### src/rtl/nv_ram_rws_64x18_fifo_ctrl.sv
// FIFO controller for an external 64x18 read/write-separate RAM with a
// one-cycle read latency, backed by a 2-entry output buffer for full throughput.
module nv_ram_rws_64x18_fifo_ctrl (
  input  logic        clk,
  input  logic        rst,
  input  logic        wr_valid,
  output logic        wr_ready,
  input  logic [17:0] wr_data,
  output logic        rd_valid,
  input  logic        rd_ready,
  output logic [17:0] rd_data,
  output logic [5:0]  ram_wa,
  output logic        ram_we,
  output logic [17:0] ram_di,
  output logic [5:0]  ram_ra,
  output logic        ram_re,
  input  logic [17:0] ram_dout,
  input  logic [31:0] pwrbus_ram_pd,
  output logic [31:0] ram_pwrbus_ram_pd,
  output logic [6:0]  count
);

  logic [5:0]  wptr;
  logic [5:0]  rptr;
  logic [6:0]  ram_cnt;
  logic        pend;
  logic [1:0]  out_cnt;
  logic [17:0] obuf0;
  logic [17:0] obuf1;
  logic        push;
  logic        pop;
  logic [2:0]  out_need;
  logic        cap_idx;

  assign wr_ready = (ram_cnt < 7'd64);
  assign push     = wr_valid && wr_ready && !rst;
  assign rd_valid = (out_cnt != 2'd0);
  assign rd_data  = obuf0;
  assign pop      = rd_valid && rd_ready;

  assign ram_we = push;
  assign ram_wa = wptr;
  assign ram_di = wr_data;

  // Buffer slots still owed after this cycle: held + in flight - leaving now.
  assign out_need = {1'b0, out_cnt} + {2'b00, pend} - {2'b00, pop};
  assign ram_re   = !rst && (ram_cnt != 7'd0) && (out_need < 3'd2);
  assign ram_ra   = rptr;

  assign ram_pwrbus_ram_pd = pwrbus_ram_pd;
  assign count = ram_cnt + {6'b0, pend} + {5'b0, out_cnt};

  always_ff @(posedge clk) begin
    if (rst) begin
      wptr    <= 6'd0;
      rptr    <= 6'd0;
      ram_cnt <= 7'd0;
      pend    <= 1'b0;
      out_cnt <= 2'd0;
    end else begin
      if (push) wptr <= wptr + 6'd1;
      if (ram_re) rptr <= rptr + 6'd1;
      ram_cnt <= ram_cnt + {6'b0, push} - {6'b0, ram_re};
      pend    <= ram_re;
      out_cnt <= out_cnt + {1'b0, pend} - {1'b0, pop};
    end
  end

  // Capture lands in slot (out_cnt - pop); its low bit is out_cnt[0] ^ pop.
  assign cap_idx = out_cnt[0] ^ pop;

  always_ff @(posedge clk) begin
    if (pop) obuf0 <= obuf1;
    if (pend) begin
      if (cap_idx) obuf1 <= ram_dout;
      else         obuf0 <= ram_dout;
    end
  end

endmodule
### config.mk
export PLATFORM = sky130hd
export DESIGN_NAME = nv_ram_rws_64x18_fifo_ctrl
export DESIGN_NICKNAME = d
export VERILOG_FILES = /design/src/rtl/nv_ram_rws_64x18_fifo_ctrl.sv
export SDC_FILE = /design/constraint.sdc
export NUM_CORES = 1
export LEC_CHECK = 0
export ABC_AREA = 1
export BUFFER_PORTS_ARGS = -buffer_cell sky130_fd_sc_hd__buf_2
export CAP_MARGIN = 20
export CORE_AREA = 2 2 93 95
export CTS_CLUSTER_SIZE = 20
export DETAILED_ROUTE_END_ITERATION = 10
export DIE_AREA = 0 0 95 97
export PLACE_DENSITY = 0.7
export SYNTH_ARGS = -nofsm -noshare
export SYNTH_HDL_FRONTEND = slang
export SYNTH_SLANG_ARGS = --single-unit
### constraint.sdc
create_clock -name clk -period 6.1 [get_ports clk]
set_clock_uncertainty 0.2 [all_clocks]
set_input_delay 1.22 -clock clk [delete_from_list [all_inputs] [get_ports clk]]
set_output_delay 1.22 -clock clk [all_outputs]
set_load 0.01 [all_outputs]
==> metrics <==
Core ar.=8130 um2; switching power of the nets=0.000682 W; Sequential Power Share=36.0%; TritonCTS Sinks=58; Worst Hold End=rd_data[3]; CP Launch Type=input port; root buffer cell=clkbuf_8; initial antenna violation count=0; flop2flop setup slack=2.05 ns; NumNets Final=484; wire length of the first global-routing pass=9.87 mm; # DRC=0; design area=3400 um2; worst slack, placed=1.27 ns; synthesized flop and latch total=58; CTS tree=done; drt wl/cell=12.0 um; setup TNS=0 ns; CP Class=input port to output port; Area growth syn-to-layout=7.15%; reg2reg end=ram_cnt[4]; outcome=completed; vias in the first global route=2238; Final setup viols=0; Antenna Violating Nets Remaining=0; main combinational cell family by area after synthesis=simple AND/OR/NAND/NOR gates; synthesized area per cell=8.50 um2; Metal-1 WL=2.61 mm; XOR/XNOR Fraction of Synth Area=1.93%; Area after DPL=3190 um2; # rows=33; Worst-Skew Late Latency=0.34 ns; top cells by area, synth=dfxtp_1 25%, edfxtp_1 17%, buf_4 12%; Static Leakage=1.60 nW; clk slew on worst S/H paths=0.07 ns; CP endpoint kind=output port; top cell type by total area after synthesis=dfxtp_1; adder-cell share of the synthesized area=9.24%; Worst Tran Pin Value=0.272 ns; Initial Utilization=39.0%; crit path DAT=3.40 ns; Detailed Place HPWL=4.34 mm; Sw Ratio=40.9%; Synthesized Nets=466; post-synthesis cell area=3170 um2; DRT Pass-1 Iters=4; area of the multi-input gates=1230 um2; Simple-Gate Fraction of Synth Area=22.0%; CTS buffer count=9; Seq/Total Area, Yosys=42.3%; Final Hold Viols=0; Ys Warns=0; Die H=97 um; num ports=163; register area=1340 um2; internal power=0.000987 W; Slew HR=81.8%; largest net degree at the start of global routing=37; Max Slew Vio Count=0; DR vias=2359; WP data required=4.68 ns; Power Density=492 nW/um2; reg-to-reg startpoint=out_cnt[1]; worst-path maximum fanout=19; RSZ-0062 raised after global routing=false; PortBufs=62; final worst path period share=79.0%; Max Cap Viol=0; layout cells sized above 1=24.0%; Clock power frac=19.2%; met3 wire length=493 um; cts hold-fix bufs=0; fillcell total=827; GPL Wtd Cong=0.773; worst vdd ir=0.184 mV; most frequent cells in the layout=78 x nand2_1, 62 x buf_2, 47 x nor2_1; Post-CTS Resized=0; final WL=6.03 mm; full die area=9220 um2; mux cell area share after synthesis=0%; H-tree Lvls=3; Placed Cells=484; hold path start=rd_data[3]; hold_ws=0.278 ns; combinational share of power=44.8%; worst-case clock buffer depth=2; post-synthesis compound-gate area fraction=5.76%; Syn Inst Count=373; DRT iter0 DRCs=69; Worst Hold Class=flop to flop; Tmin final=4.82 ns; Min-Delay Path Depth=2; slack of the critical path=1.28 ns; Yosys cell types=29; metal2 WL=2.83 mm; number of cells on the worst reg-to-reg path=20; Synth top area share=25.3%; Fmax achieved=0.207 GHz; GRT Total Usage=13.5%; Post-CTS Setup Inserts=0; most common cell after layout, fill and taps aside=nand2_1; total gr overflow=0; Chip Width=95 um; Diodes inserted=0; Final Non-Filler Cells=501; via/cell ratio=4.71; uppermost routed layer=met4
[power by group through the flow]
stage | clock (W) | sequential (W) | combinational, W
floorplan | 0 | 0.000634 | 0.000529
global route | 0.000347 | 0.000617 | 0.000861
finish | 0.000320 | 0.000602 | 0.000747
global placement | 0 | 0.000609 | 0.000716
CTS | 0.000330 | 0.000604 | 0.000742
detailed placement | 0 | 0.000612 | 0.000735
[synthesized netlist by cell type]
| master | count |
|---|---|
| a21oi_1 | 12 |
| a31oi_1 | 18 |
| and2_1 | 2 |
| buf_2 | 4 |
| buf_4 | 50 |
| buf_6 | 3 |
| clkinv_4 | 1 |
| dfxtp_1 | 40 |
| edfxtp_1 | 18 |
| fa_1 | 4 |
| ha_1 | 17 |
| inv_1 | 36 |
| inv_2 | 3 |
| inv_8 | 1 |
| nand2_1 | 78 |
| nand2_2 | 1 |
| nand2_4 | 2 |
| nand3_1 | 14 |
| nand3_2 | 2 |
| nand3_4 | 1 |
| nand4_1 | 5 |
| nor2_1 | 47 |
| nor2_2 | 1 |
| nor2_4 | 3 |
| o21ai_0 | 1 |
| o21ai_1 | 1 |
| or2_1 | 1 |
| xnor2_1 | 1 |
| xor2_1 | 6 |
[metal layers]
metal / vias up / GRT usage, %
met5: - / 0
li1: 1178 / -
met1: 1075 / 15.7
met3: 15 / 6.00
met2: 91 / 21.7
met4: 0 / 5.13
[worst max-delay path, stage by stage]
cell	delay, ns
buf_2	0.11
nand2_4	0.20
clkinv_4	0.20
ha_1	0.33
inv_1	0.06
ha_1	0.15
inv_1	0.05
fa_1	0.53
nand3_1	0.18
nor2_4	0.19
buf_2	0.16
[cell type report]
type	count	area share, %
multi-input cells	217	36.3
inverters	41	4.90
clock buffers	10	4.05
repair buffers	64	10.2
clock inverters	6	1.22
well taps	105	3.87
flip-flops and latches	58	39.5
[flip-flops by register name (all words and copies together) (netlist names)]
name and count:
obuf1 18, rd_data 18, ram_cnt 7, ram_ra 6, ram_wa 6, out_cnt 2
pend 1
[stage by stage]
step | total power (W) | utilization [%]
2_1_floorplan | 0.00116 | -
6_report | 0.00167 | 41.7
5_1_grt | 0.00182 | 41.7
4_1_cts | 0.00167 | 41.4
3_3_place_gp | 0.00133 | 39.2
3_5_place_dp | 0.00135 | 39.2
[cell families (layout without fill, tap and decap cells)]
kind of cell | after synthesis | after routing
AND/OR/NAND/NOR | 157 | 157
buffers and inverters | 98 | 121
flip-flops | 58 | 58
AO/OA/AOI/OAI | 32 | 32
adder cells (fa/ha/maj) | 21 | 21
XOR/XNOR | 7 | 7
[worst max-delay path by stage]
| stage | endpoint | slack, ns | depth (start not counted) | from |
|---|---|---|---|---|
| global placement | ram_re | 1.33 | 11 | rd_ready |
| floorplan | ram_cnt[4] | 1.17 | 19 | rd_ready |
| detailed placement | ram_cnt[4] | 1.27 | 21 | rd_ready |
| global route | ram_re | 1.07 | 11 | rd_ready |
| finish | ram_re | 1.28 | 11 | rd_ready |
| CTS | ram_re | 1.27 | 11 | rd_ready |
(Power assumes the default switching activity.)
